==> src/rtl/comparador_pagamento.sv <==
// Payment comparator for the vending controller: collects coin credit against a latched price,
// releases the product, pays change one unit per pulse and hands control back with a one-cycle OK.
module comparador_pagamento #(
  parameter int W       = 8,
  parameter int MOEDA_W = 4
) (
  input  logic               clk,
  input  logic               rst,
  input  logic [1:0]         estados,
  input  logic [W-1:0]       preco,
  input  logic               moeda_valida,
  input  logic [MOEDA_W-1:0] moeda_valor,
  input  logic               cancelar,
  output logic               OK,
  output logic               liberar,
  output logic               troco_pulso,
  output logic [W:0]         credito,
  output logic               vendido
);

  localparam logic [1:0] COMPARADOR = 2'b10;

  localparam logic [2:0] OCIOSO  = 3'd0;
  localparam logic [2:0] COLETA  = 3'd1;
  localparam logic [2:0] ENTREGA = 3'd2;
  localparam logic [2:0] DEVOLVE = 3'd3;
  localparam logic [2:0] FIM     = 3'd4;

  localparam logic [W:0] UM = {{W{1'b0}}, 1'b1};

  logic [2:0]   estado_q, estado_d;
  logic [W:0]   credito_q, credito_d;
  logic [W:0]   restante_q, restante_d;
  logic [W-1:0] preco_q, preco_d;
  logic         vendido_q, vendido_d;

  logic [W:0]   soma;
  logic [W:0]   precoExt;

  // Credit never wraps: the largest reachable sum is price-1 plus one maximum coin.
  assign precoExt = {1'b0, preco_q};
  assign soma     = credito_q + (moeda_valida ? {{(W+1-MOEDA_W){1'b0}}, moeda_valor} : '0);

  always_comb begin
    estado_d   = estado_q;
    credito_d  = credito_q;
    restante_d = restante_q;
    preco_d    = preco_q;
    vendido_d  = vendido_q;
    case (estado_q)
      OCIOSO: begin
        credito_d = '0;
        if (estados == COMPARADOR) begin
          preco_d   = preco;
          vendido_d = 1'b0;
          estado_d  = COLETA;
        end
      end
      COLETA: begin
        credito_d = soma;
        // Cancel/abort outranks reaching the price, so a coin landing with cancel is refunded.
        if (cancelar || (estados != COMPARADOR)) begin
          restante_d = soma;
          estado_d   = DEVOLVE;
        end else if (soma >= precoExt) begin
          estado_d = ENTREGA;
        end
      end
      ENTREGA: begin
        vendido_d  = 1'b1;
        restante_d = credito_q - precoExt;
        estado_d   = DEVOLVE;
      end
      DEVOLVE: begin
        if (restante_q != '0) begin
          restante_d = restante_q - UM;
        end else begin
          estado_d = FIM;
        end
      end
      FIM: begin
        credito_d = '0;
        estado_d  = OCIOSO;
      end
      default: estado_d = OCIOSO;
    endcase
  end

  always_ff @(posedge clk) begin
    if (rst) begin
      estado_q   <= OCIOSO;
      credito_q  <= '0;
      restante_q <= '0;
      preco_q    <= '0;
      vendido_q  <= 1'b0;
    end else begin
      estado_q   <= estado_d;
      credito_q  <= credito_d;
      restante_q <= restante_d;
      preco_q    <= preco_d;
      vendido_q  <= vendido_d;
    end
  end

  assign OK          = (estado_q == FIM);
  assign liberar     = (estado_q == ENTREGA);
  assign troco_pulso = (estado_q == DEVOLVE) && (restante_q != '0);
  assign credito     = credito_q;
  assign vendido     = vendido_q;

endmodule
==> config.mk <==
export PLATFORM = sky130hd
export DESIGN_NAME = comparador_pagamento
export DESIGN_NICKNAME = d
export VERILOG_FILES = /design/src/rtl/comparador_pagamento.sv
export SDC_FILE = /design/constraint.sdc
export NUM_CORES = 1
export LEC_CHECK = 0
export ABC_AREA = 1
export CELL_PAD_IN_SITES_DETAIL_PLACEMENT = 0
export CELL_PAD_IN_SITES_GLOBAL_PLACEMENT = 1
export CORE_UTILIZATION = 35
export DETAILED_ROUTE_END_ITERATION = 10
export GPL_ROUTABILITY_DRIVEN = 0
export GPL_TIMING_DRIVEN = 0
export PLACE_DENSITY_LB_ADDON = 0.1
export SETUP_SLACK_MARGIN = 0.1
export SLEW_MARGIN = 15
export SYNTH_ARGS = -nofsm -noshare
export SYNTH_HDL_FRONTEND = slang
export SYNTH_SLANG_ARGS = --single-unit
==> constraint.sdc <==
create_clock -name clk -period 2.6 [get_ports clk]
set_input_delay 0.52 -clock clk [delete_from_list [all_inputs] [get_ports clk]]
set_output_delay 0.52 -clock clk [all_outputs]
set_load 0.03 [all_outputs]
==> results.py <==
metrics = {
    "critical_path": {
        "worstSetupStartpoint": "moeda_valida",
        "r2r_slack_ns": 0.12,
        "cp-end-kind": "flip-flop",
        "crit_path_end": "estado_q[1]",
        "reg2reg_depth": 13,
        "path_max_fanout": 4,
        "required_ns": 2.75,
        "arrival_ns": 2.66,
        "r2r_end": "estado_q[1]",
        "r2r_start": "credito[0]",
        "crit_path_start_kind": "input pin",
        "setup.worst_path.class": "input pin to flip-flop",
    },
    "run_status": {
        "status": "finished clean",
    },
    "routing": {
        "met2_length_um": 3260,
        "top_layer_used": "met4",
        "routed_wl_um": 7060,
        "drc_errors": 0,
        "drtIter0Drc": 142,
        "drtAntennaViolNets": 0,
        "wl_per_cell_um": 13.9,
        "wl_met1_um": 3410,
        "dr_wl_met3_um": 317,
        "vias": 2485,
        "via_per_inst": 4.91,
        "first_pass_iters": 4,
    },
    "cts": {
        "clock_sinks": 30,
        "cts_max_level": 2,
        "clk_pin_slew_ns": 0.07,
        "cts_tree": "built",
        "cts_made_buffers": 5,
        "clockBufferDepth": 2,
        "hold_buffers": 0,
        "worstSkewPairLatency_ns": 0.29,
        "clockRootBuffer": "clkbuf_8",
    },
    "synthesis": {
        "synth_commonest_cells": "nand2_1 (96), inv_1 (55), a21oi_1 (36)",
        "synth_most_common_cell": "nand2_1",
        "synthFlopType": "dfxtp_1",
        "async_reset_ff_share_pct": 0,
        "ys_types": 35,
        "synth_nets": 418,
        "syn_area_sq_um": 2430,
        "yosys.area.top_type_share_pct": 24.7,
        "yosys_register_bits": 30,
        "synth-edff-count": 0,
        "synth_area_leaders": "dfxtp_1 (25%), nand2_1 (15%), ha_1 (11%)",
        "synth_cells": 376,
        "ys_seq_area_share_pct": 24.7,
        "yosysWarnings": 0,
        "synth.largest_area_cell": "dfxtp_1",
        "syn_area_per_cell_sq_um": 6.46,
    },
    "flow_run": {
        "drv_cap": 0,
    },
    "power_and_ir_drop": {
        "p_leak_nw": 1.54,
        "cellPowerDensity_nw_per_um2": 481,
        "seqPwrFrac_pct": 33.9,
        "finalPower_mw": 1.57,
        "clockPowerShare_pct": 26.0,
        "p_int_mw": 0.965,
        "combPwrFrac_pct": 40.1,
        "p_sw_mw": 0.603,
        "swShare_pct": 38.5,
        "peakVddDrop_uv": 220,
    },
    "floorplan": {
        "io_pins": 31,
        "core_area_sq_um": 6530,
        "die_x_um": 85.3,
        "num_rows": 29,
        "dieArea_sq_um": 7280,
        "start_util_pct": 37.2,
        "die_height_um": 85.3,
    },
    "timing": {
        "rsz0062_at_grt": "true",
        "fin_crit_ns": 2.51,
        "fin_skew_ns": 0.00846,
        "period_share_pct": 96.6,
        "max_freq_ghz": 0.398,
        "finalSetupViolations": 0,
        "hold_viol": 0,
        "worst_pin_slew_ns": 0.671,
        "slew_viol_final": 0,
        "fin_hold_ws_ns": 0.467,
        "slew_headroom_pct": 55.2,
    },
    "min_path": {
        "hold_depth": 2,
        "hold_path_class": "flip-flop to flip-flop",
    },
    "cells_and_area": {
        "antennaDiodeCount": 0,
        "nets": 470,
        "syn2layout_area_growth_pct": 34.3,
        "fin_cells": 506,
        "layout-drive-gt1-share_pct": 21.2,
    },
    "placed_design": {
        "portBuffers": 29,
        "dp_hpwl_um": 5360,
        "dp.cells": 482,
    },
    "grt": {
        "overflow": 0,
        "antenna_found_initial": 0,
        "grt_max_degree": 11,
        "grtUsageTotal_pct": 21.4,
        "grt_pass1_vias": 2504,
        "grt_first_pass_wirelength_um": 11900,
    },
}
-- timing repair --
item                                    4_1_cts  5_1_grt
buffers inserted                             12        4
endpoints found under the setup margin        3        4
gates resized for setup                      44        8
pin swaps                                    26       19
-- worst min path at each step --
stage,from,endpoint,slack [ns]
floorplan,preco_q[4],preco_q[4],0.46
global placement,vendido,vendido,0.45
CTS,vendido,vendido,0.47
finish,vendido,vendido,0.47
detailed placement,vendido,vendido,0.45
global route,vendido,vendido,0.51
-- cell usage in the layout (no fill, tap or decap), types with 3 or more instances in the layout --
cell type	count
o21ai_0	17
nand2_1	85
clkbuf_8	6
nor2_1	30
ha_1	14
inv_1	49
nand2_4	8
o21ai_1	3
clkbuf_1	3
buf_4	16
nand3_1	30
inv_2	11
nand3_4	4
dfxtp_1	30
ha_4	8
clkdlybuf4s50_1	23
a21oi_1	33
nand4_1	4
nand2_2	10
a21oi_2	7
-- stage by stage --
stage / utilization, % / instance area, sq um / setup WS [ns] / TNS, ns
6_report: 49.9 / 3260 / 0.0882 / 0
2_1_floorplan: - / 2500 / 0.0266 / 0
5_1_grt: 49.9 / 3260 / -0.0670 / -0.0939
3_3_place_gp: 44.2 / 2890 / -0.882 / -2.42
3_5_place_dp: 44.2 / 2890 / -0.853 / -2.40
4_1_cts: 48.9 / 3200 / 0.0644 / 0
-- power by group through the flow --
stage | registers (mW) | logic, mW | clock network, mW
floorplan | 0.542 | 0.416 | 0
CTS | 0.531 | 0.622 | 0.417
finish | 0.532 | 0.629 | 0.407
global route | 0.537 | 0.719 | 0.433
detailed placement | 0.541 | 0.568 | 0
global placement | 0.541 | 0.565 | 0
-- final cells by class --
type,instances,area (sq um)
plain buffers,6,43.8
clock buffers,7,86.3
clock inverters,1,5.00
fillers,685,3270
inverters,62,240
multi-input cells,278,1770
flip-flops and latches,30,601
well taps,77,96.3
repair buffers,45,417
-- sequential cells by signal, indices dropped and copies added (netlist names) --
signal and flops:
restante_q 9, estado_q 3, credito 9, vendido 1
preco_q 8
-- critical path, cell delays in order --
cell	delay (ns)
buf_8	0.11
nand2_4	0.04
inv_2	0.04
ha_4	0.15
fa_2	0.40
xor2_1	0.31
ha_1	0.31
nand2_1	0.12
nor2_4	0.05
buf_4	0.12
nand2_1	0.07
nand3_2	0.07
a21oi_2	0.12
nand2_2	0.08
nand3_1	0.09
a21oi_2	0.06
-- layer usage --
| layer | vias to the layer above | GRT usage, % |
|---|---|---|
| met1 | 1106 | 27.8 |
| met3 | 8 | 3.11 |
| met4 | 0 | 6.36 |
| met5 | - | 0 |
| li1 | 1320 | - |
| met2 | 51 | 36.7 |
-- logic make-up after synthesis --
family          synth area share (%)
compound gates                  15.1
simple gates                    34.5
flops                           24.7
fa+ha+maj                       13.0
xor+xnor                        1.08
buf+inv                         11.6
(Power assumes the default switching activity.)
==> RTL edit, RTL diff (same settings) <==
Set the parameter `MOEDA_W` to 6 (it was 4).
--- a/src/rtl/comparador_pagamento.sv
+++ b/src/rtl/comparador_pagamento.sv
@@ -3,5 +3,5 @@
 module comparador_pagamento #(
   parameter int W       = 8,
-  parameter int MOEDA_W = 4
+  parameter int MOEDA_W = 6
 ) (
   input  logic               clk,
Ports: changed (resized moeda_valor); port bits go from 31 to 33. The function was not compared with the original's and may differ.
==> RTL edit against the original RTL <==
Wire length down 4.5%; cell count down 0.99%; hold slack better by 4.4 ps; synthesized area down 2.6%; the run now ends with DRC left; sequential share of layout area down 0.24 points; power up 12%; sequential cell count unchanged; non-clock buffer count up 2; first-iteration DRC count down 48%; worst setup slack worse by 5.5 ps; design area up 1.3%; largest power group unchanged; critical endpoint unchanged.
==> RTL edit: results (changes against the original RTL) <==
----------------------------------------------------
[Outcome]
  Outcome ... complete, but fails checks
  Violations in the final reports ... DRC

[Drt]
  1st-iter DRT viols ... 74 (-48%)
  Post-DR vias/cell ... 4.93 (+0.47%)
  Count of TritonRoute iterations in the first routing pass ... 8 (+4)
  Number of design rule violations left after detail routing ... 2 (+2)
  Drt wl/cell ... 13.4 um (-3.6%)

[CTS]
  Number of buffers added for setup after CTS ... 14 (+2)
  Clock insertion delay at the later pin of the skew report ... 290 ps (about the same)
  CTS-repair resized insts ... 51 (+16%)

[Yosys]
  Sequential cell area fraction in the yosys report ... 25.4% (+0.67 points)
  Proportion of register bits with asynchronous set or reset after synthesis ... 0% (unchanged)
  Library cells used by synthesis ... 31 (-11%)
  Number of nets in the synthesized netlist ... 413 (-1.2%)
  Top area cells in the synthesized netlist ... sky130_fd_sc_hd__dfxtp_1 (25%), sky130_fd_sc_hd__nand2_1 (14%), sky130_fd_sc_hd__ha_1 (12%)
  Top post-synthesis cells by count ... sky130_fd_sc_hd__nand2_1 (88), sky130_fd_sc_hd__inv_1 (60), sky130_fd_sc_hd__a21oi_1 (45)

[Setup path]
  Startpoint of the most critical setup path ... moeda_valor[0]
  Worst r2r src ... credito[0]$_SDFFE_PP0P_
  Worst-path fanout max ... 3 (-1)
  Data arrival, critical path ... 2670 ps (about the same)
  Largest stage delay, worst path ... 380 ps (-20 ps)

[Power and ir drop]
  Leak pwr ... 1.58 nW (+2.3%)
  Peak ir drop on the vdd network ... 283 uV (+29%)

[Final layout]
  Final layout net count ... 468 (-0.43%)
  Fraction of layout cells with a size suffix above 1 ... 19.8% (-1.4 points)
  Fill count ... 658 (-3.9%)

[Global routing]
  Initial antenna violation count ... 0 (unchanged)
  Met1 usage in global routing ... 27.7% (-0.14 points)
  Met2 track demand over resource in global routing ... 34.9% (-1.8 points)
  GRT Resource Usage Total ... 20.7% (-0.64 points)
  Vias in the first global route ... 2450 (-2.2%)
  First-pass GRT wire length ... 11600 um (-3.2%)
  Met3 capacity usage during global routing ... 3.44% (+0.33 points)

[STA]
  Actual slew at the worst max-slew pin ... 693 ps (+21.7 ps)
  Clock Skew ... 4.54 ps (-3.92 ps)

[Place]
  Half-perimeter wire length after placement ... 5040 um (-6.0%)
  Number of buffers added on ports ... 32 (+10%)

----------------------------------------------------
RTL edit: stage by stage:
step,area (um2),setup TNS [ps],instances,setup slack (ps)
final,3300,0,501,82.7
after global placement,2800,-2610,477,-827
after floorplan,2380,0,368,93.4
after global routing,3300,-33.4,501,-20.9
after CTS,3220,0,499,40.8
after detailed placement,2800,-2590,477,-823
RTL edit: area by class of cell:
class                      count  share of cell area (%)
buffer                         5                   0.758
clock buffer                   6                    2.50
clock inverter                 2                    1.82
inverter                      61                    6.93
multi-input combinational    272                    53.5
sequential                    30                    18.2
tap                           77                    2.92
timing repair buffer          48                    13.4
RTL edit: kinds of logic after synthesis:
family | synth area share [%]
buffers and inverters | 10.7
AOI/OAI and AO/OA | 18.6
xor gates and xnor gates | 1.48
DFF | 25.4
adders and majority gates | 13.9
and+or+nand+nor | 29.9
RTL edit: critical path, delay by kind of cell:
family	cells	cell delay, ps
xor gates and xnor gates	1	140
and+or+nand+nor	9	780
adders and majority gates	3	810
buffers and inverters	3	170
AOI/OAI and AO/OA	2	240
RTL edit: where the power goes:
| group | total (W) | internal (W) | switching [W] |
|---|---|---|---|
| registers | 0.000538 | 0.000503 | 0.0000351 |
| clock network | 0.000604 | 0.000409 | 0.000195 |
| logic | 0.000613 | 0.000240 | 0.000373 |
RTL edit: layer usage:
metal	wire, um	vias to the layer above
li1	-	1312
met2	3070	42
met3	270	4
met1	3340	1114
met4	52	0
met5	0	-
RTL edit: final timing paths:
kind,endpoint,slack [ps],cells after the start
worst max-delay path,estado_q[1]$_SDFFE_PP0P_,80,18
worst min-delay path,vendido$_SDFFE_PP0P_,470,2
worst max register to register,estado_q[1]$_SDFFE_PP0P_,100,15
worst min register to register,vendido$_SDFFE_PP0P_,470,2
